===== src/rtl/serial_adder_ctrl.sv =====
// Bit-serial adder sequencer: captures two WIDTH-bit operands and a carry-in,
// then adds them LSB-first through one full-adder cell, one bit per clock.
module serial_adder_ctrl #(
  parameter int unsigned WIDTH = 8
) (
  input  logic             clk,
  input  logic             rst,
  input  logic             start,
  input  logic [WIDTH-1:0] a,
  input  logic [WIDTH-1:0] b,
  input  logic             cin,
  output logic             busy,
  output logic             done,
  output logic [WIDTH-1:0] sum,
  output logic             cout
);

  localparam int unsigned CW = $clog2(WIDTH) + 1;

  typedef enum logic [1:0] {
    IDLE  = 2'd0,
    SHIFT = 2'd1,
    DONE  = 2'd2
  } state_e;

  state_e           state_q, state_d;
  logic [WIDTH-1:0] a_q, a_d;
  logic [WIDTH-1:0] b_q, b_d;
  logic [WIDTH-1:0] r_q, r_d;
  logic [WIDTH-1:0] sum_q, sum_d;
  logic [CW-1:0]    cnt_q, cnt_d;
  logic             c_q, c_d;
  logic             cout_q, cout_d;

  logic             s, co;
  logic [WIDTH-1:0] r_shift;

  assign s  = a_q[0] ^ b_q[0] ^ c_q;
  assign co = (a_q[0] & b_q[0]) | (c_q & (a_q[0] ^ b_q[0]));

  // {s, r_q[WIDTH-1:1]} written as a widened shift so WIDTH=1 needs no special case
  assign r_shift = WIDTH'({s, r_q} >> 1);

  always_comb begin
    state_d = state_q;
    a_d     = a_q;
    b_d     = b_q;
    r_d     = r_q;
    c_d     = c_q;
    cnt_d   = cnt_q;
    sum_d   = sum_q;
    cout_d  = cout_q;
    unique case (state_q)
      IDLE: begin
        if (start) begin
          a_d     = a;
          b_d     = b;
          c_d     = cin;
          cnt_d   = '0;
          state_d = SHIFT;
        end
      end
      SHIFT: begin
        r_d   = r_shift;
        a_d   = a_q >> 1;
        b_d   = b_q >> 1;
        c_d   = co;
        cnt_d = cnt_q + CW'(1);
        if (cnt_q == CW'(WIDTH - 1)) begin
          sum_d   = r_shift;
          cout_d  = co;
          state_d = DONE;
        end
      end
      DONE:    state_d = IDLE;
      default: state_d = IDLE;
    endcase
  end

  always_ff @(posedge clk or posedge rst) begin
    if (rst) begin
      state_q <= IDLE;
      a_q     <= '0;
      b_q     <= '0;
      r_q     <= '0;
      c_q     <= 1'b0;
      cnt_q   <= '0;
      sum_q   <= '0;
      cout_q  <= 1'b0;
    end else begin
      state_q <= state_d;
      a_q     <= a_d;
      b_q     <= b_d;
      r_q     <= r_d;
      c_q     <= c_d;
      cnt_q   <= cnt_d;
      sum_q   <= sum_d;
      cout_q  <= cout_d;
    end
  end

  assign busy = (state_q == SHIFT) || (state_q == DONE);
  assign done = (state_q == DONE);
  assign sum  = sum_q;
  assign cout = cout_q;

endmodule


===== config.mk =====
export PLATFORM = sky130hd
export DESIGN_NAME = serial_adder_ctrl
export DESIGN_NICKNAME = d
export VERILOG_FILES = /design/src/rtl/serial_adder_ctrl.sv
export SDC_FILE = /design/constraint.sdc
export NUM_CORES = 1
export LEC_CHECK = 0
export ABC_AREA = 1
export BUFFER_PORTS_ARGS = -buffer_cell sky130_fd_sc_hd__buf_2
export CORE_MARGIN = 2
export CORE_UTILIZATION = 30
export DETAILED_ROUTE_END_ITERATION = 6
export PLACE_DENSITY = 0.53
export SYNTH_ARGS = -nofsm -noshare
export SYNTH_HDL_FRONTEND = slang
export SYNTH_SLANG_ARGS = --single-unit

===== constraint.sdc =====
create_clock -name clk -period 3.27 [get_ports clk]
set_clock_uncertainty 0.05 [all_clocks]
set_input_delay 0 -clock clk [delete_from_list [all_inputs] [get_ports clk]]
set_output_delay 0 -clock clk [all_outputs]
set_load 0.02 [all_outputs]

* Word-level counts from Yosys, hierarchy flattened *
Index checks and enable logic that the tools add are counted.
Widths: inputs -> output; s select.

word-level totals
  register bits = 40
  input port bits = 20
  output and inout port bits = 11
  logic and storage cells = 36

cells by class
  $add $sub $neg = 1
  equal/unequal tests = 5
  multiplexer cells = 11
  bitwise logic cells = 5
  reductions and logical operators = 6

operators by type and width
  kind                 count
  $pmux 8 s2           2
  $mux 8               2
  $pmux 4 s2           1
  $reduce_and 2->1     3
  $add 4x1->4 const B  1
  $eq 4x3->1 const B   1
  $mux 2               2
  $mux 4               1
  $ne 2x2->1 const B   2
  $pmux 2 s2           1
  $and 1x1->1          2
  $eq 2x1->1 const B   1
  $eq 2x2->1 const B   1
  $logic_not 2->1      1
  $pmux 1 s2           1
  $reduce_bool 2->1    1
  $xor 1x1->1          2
  $logic_or 1x1->1     1
  $mux 1               1
  $or 1x1->1           1

* Longest topological paths before layout *
  word-level depth = 4
  gate-level depth with buffers = 8

* Worst setup path before layout *
Ideal clock, no wire load.

  kind = register to register
  start point = register state_q[1]
  end point = register c_q
  setup time = 0.124 ns
  arrival = 1.181 ns
  slack = 1.915 ns
  stages on the path, launching flop included = 7
  clock period less this slack = 1.355 ns
  cells stage by stage = dfrtp_1 inv_1 ha_1 buf_4 or2_1 o211ai_1 nand2_1

on the way
  word-level cells in the longest chain between the ends = 3
  elaborated cells on any way between the ends = 6

RTL lines
  element                                                                  RTL line  RTL
  from (decl)                                                              26        state_e state_q, state_d;
  from (signal assigned)                                                   91        state_q <= state_d;
  $eq 2x1->1 / $logic_not 2->1 (equally long branches)                     53        unique case (state_q)
  $reduce_bool 2->1 (no source line) / $ne 2x2->1 (equally long branches)  --
  $reduce_and 2->1 (no source line)                                        --
  to (signal assigned)                                                     86        c_q <= 1'b0;
  to (signal assigned)                                                     95        c_q <= c_d;
  to (decl)                                                                32        logic c_q, c_d;

Parallel ways exist; a longest one is shown, timed or not.
A chain may end at the register's enable or synchronous reset.

* Worst setup path in the final report *
  start point = register state_q[1]
  end point = register cnt_q[2]

on the way
  word-level cells in the longest chain between the ends = 3
  elaborated cells on any way between the ends = 6

RTL lines
  element                                                                  RTL line  RTL
  $eq 2x1->1 / $logic_not 2->1 (equally long branches)                     53
  $reduce_bool 2->1 (no source line) / $ne 2x2->1 (equally long branches)  --
  $reduce_and 2->1 (no source line)                                        --
  to (signal assigned)                                                     96        cnt_q <= cnt_d;
  to (decl)                                                                31        logic [CW-1:0] cnt_q, cnt_d;

Parallel ways exist; a longest one is shown, timed or not.

==> results.sh <==
export IMPL_status="complete, no violations"
export IMPL_avgRoutedWirePerCell_um=10.4
export IMPL_grt_ovfl_total=0
export IMPL_start_util_pct=31.0
export IMPL_period_needed_ns=1.84
export IMPL_drtIter0Drc=100
export IMPL_numCtsBuffers=5
export IMPL_path_cells="inv_1, ha_1, buf_4, nand2_2, nand2_4, inv_1, a21oi_1, nor2_1"
export IMPL_ys_warn_count=0
export IMPL_cp_start_kind="flop"
export IMPL_grt_use_total_pct=12.0
export IMPL_pwr_share_comb_pct=39.6
export IMPL_layout_drive_gt1_share_pct=17.3
export IMPL_arrival_ns=1.97
export IMPL_pin_count=31
export IMPL_setup_tns_ns=0
export IMPL_finalWirelength_um=3490
export IMPL_final_max_slew_violation_count=0
export IMPL_root_buffer="clkbuf_8"
export IMPL_maxSlewHeadroom_pct=72.8
export IMPL_via_count=1427
export IMPL_htree_num_levels=2
export IMPL_gp_congestion=0.778
export IMPL_worst_path_most_repeated_cell="inv_1"
export IMPL_clockBufferDepth=2
export IMPL_die_area_um2=6760
export IMPL_hold_worst_slack_ns=0.000363
export IMPL_cts_tree="done"
export IMPL_syn_area_per_cell_um2=8.62
export IMPL_worstSkewPairLatency_ns=0.28
export IMPL_port_buffers=30
export IMPL_area_growth_pct=22.7
export IMPL_required_ns=3.40
export IMPL_critPathSlowestCell="dfrtp_1"
export IMPL_num_rows=28
export IMPL_ant_nets=0
export IMPL_grt_pass1_vias=1331
export IMPL_crit_family="buffers and inverters"
export IMPL_grt_setup_unrepaired="false"
export IMPL_clock_sink_count=39
export IMPL_ys_seq_area_share_pct=53.1
export IMPL_grt_pass1_wl_um=6010
export IMPL_core_area_um2=5920
export IMPL_power_density_nw_per_um2=783
export IMPL_grt_max_degree=35
export IMPL_max_stage_delay_ns=0.40
export IMPL_path_clk_slew_ns=0.08
export IMPL_vdd_drop_max_v=0.000248
export IMPL_power_total_mw=1.76
export IMPL_die_width_um=82.2
export IMPL_endpoint_kind="flop"
export IMPL_fin_crit_sh_pct=56.1
export IMPL_max_freq_mhz=545
export IMPL_synth_edf_count=0
export IMPL_cp_max_fo=34
export IMPL_pwr_share_seq_pct=43.0
export IMPL_yosysUniqueCellTypes=19
export IMPL_syn_area_um2=1840
export IMPL_cp_num_buf_inv=3
export IMPL_dp_hpwl_um=2390
export IMPL_critical_path_class="reg -> reg"
export IMPL_nNetsFinal=284
export IMPL_p_int_mw=1.06
export IMPL_hold_viol=0
export IMPL_antenna_found_initial=0
export IMPL_setup_violations=0
export IMPL_yosysTopAreaCell="dfrtp_1"
export IMPL_cts_resized=0
export IMPL_synthTopCellsByCount="nand2_1, dfrtp_1, inv_1"
export IMPL_synthCells=213
export IMPL_switching_share_pct=40.1
export IMPL_ys_seq_elements=39
export IMPL_synth_nets=238
export IMPL_die_h_um=82.2
export IMPL_yosysMostFrequentCell="nand2_1"
export IMPL_min_path_type="in -> reg"
export IMPL_via_per_inst=4.26
export IMPL_antenna_cells=0
export IMPL_max_cap_violations=0
export IMPL_drc=0
export IMPL_p_switching_mw=0.708
export IMPL_synth_top_area_share_pct=53.1
export IMPL_synth_ff_type="dfrtp_1"
export IMPL_firstDrtPassIters=4
export IMPL_async_flop_share_pct=100
export IMPL_clkPwrFrac_pct=17.4
export IMPL_p_leak_nw=1.16
export IMPL_n_fill_cell=642
export IMPL_ys_top_cells_by_area="dfrtp_1, nand2_1, inv_1"
export IMPL_worst_pin_slew_ns=0.407
## power by group through the flow
stage | Clock (mW) | Combinational (mW) | Sequential (mW)
final | 0.307 | 0.699 | 0.758
after global routing | 0.345 | 0.829 | 0.787
after CTS | 0.325 | 0.714 | 0.760
after detailed placement | 0 | 0.698 | 0.768
after global placement | 0 | 0.689 | 0.766
after floorplan | 0 | 0.581 | 0.788
## layer usage
layer  global-route usage [%]  part of all wire (%)  routed length [um]  vias up
met2                     19.5                    50                1740       21
li1                         -                     -                   -      753
met5                        0                     0                   0        -
met4                     4.50                   1.5                  53        0
met1                     14.9                    45                1580      648
met3                     3.59                   3.2                 113        5
## path summary, 6_finish.rpt
kind                       slack (ns)  cells after the start                    from                    to
setup / recovery                 1.43                      8  state_q[1]$_DFFE_PP0P_  cnt_q[2]$_DFFE_PP0P_
hold / removal                 0.0004                      5                    a[5]    a_q[5]$_DFFE_PP0P_
setup reg to reg                 1.43                      8  state_q[1]$_DFFE_PP0P_  cnt_q[2]$_DFFE_PP0P_
hold reg to reg                  0.43                      2        cout$_DFFE_PP0P_      cout$_DFFE_PP0P_
max in group asynchronous        2.26                      4                     rst    b_q[5]$_DFFE_PP0P_
min in group asynchronous        0.19                      3                     rst    sum[2]$_DFFE_PP0P_
## worst reg2reg max path: cells and delay by family (launching register included)
kind | cells | cell delay (ns)
flip-flops | 1 | 0.40
buffers and inverters | 3 | 0.58
AND/OR/NAND/NOR | 3 | 0.41
AO/OA/AOI/OAI | 1 | 0.15
adder cells (fa/ha/maj) | 1 | 0.14
## logic make-up (layout without fill, tap and decap cells)
group | Yosys count | in the layout | synth area share (%)
and+or+nand+nor | 89 | 89 | 20.2
AOI/OAI and AO/OA | 43 | 43 | 12.5
DFF | 39 | 39 | 53.1
buffers and inverters | 37 | 84 | 10.4
adders and majority gates | 5 | 5 | 3.81
## cell type report
class                      count  area, um^2  area share [%]
sequential                    39         976            43.3
multi-input combinational    137         669            29.7
timing repair buffer          48         325            14.4
inverter                      28         105            4.66
tap                           75        93.8            4.16
clock buffer                   5        68.8            3.05
clock inverter                 3        15.0           0.666
## layout by cell type (no fill, tap or decap), types with 4 or more instances in the layout
cell type      count
dlygate4sd3_1     16
o211ai_1           4
nand2_1           77
o21ai_1           17
ha_1               4
clkbuf_8           5
dfrtp_1           39
o21ai_0           18
nand3_1            5
inv_1             27
buf_2             30
## repair_timing
item | CTS | global route
setup buffers | 0 | 0
hold endpoints to repair | 25 | 0
hold buffers | 16 | 0
## per-stage QoR
step | worst slack, ns | instance area [um^2] | cells | utilization [%]
after floorplan | 1.92 | 1840 | 213 | -
after global placement | 1.44 | 2010 | 311 | 33.9
after detailed placement | 1.42 | 2010 | 311 | 33.9
after CTS | 1.41 | 2250 | 335 | 38.1
after global routing | 1.24 | 2250 | 335 | 38.1
final | 1.43 | 2250 | 335 | 38.1
## state kept, by name (all words and copies together), names as in the netlist
name     count
a_q          8
b_q          8
sum          8
r_q          7
cnt_q        4
state_q      2
c_q          1
cout         1
(Power assumes the default switching activity.)
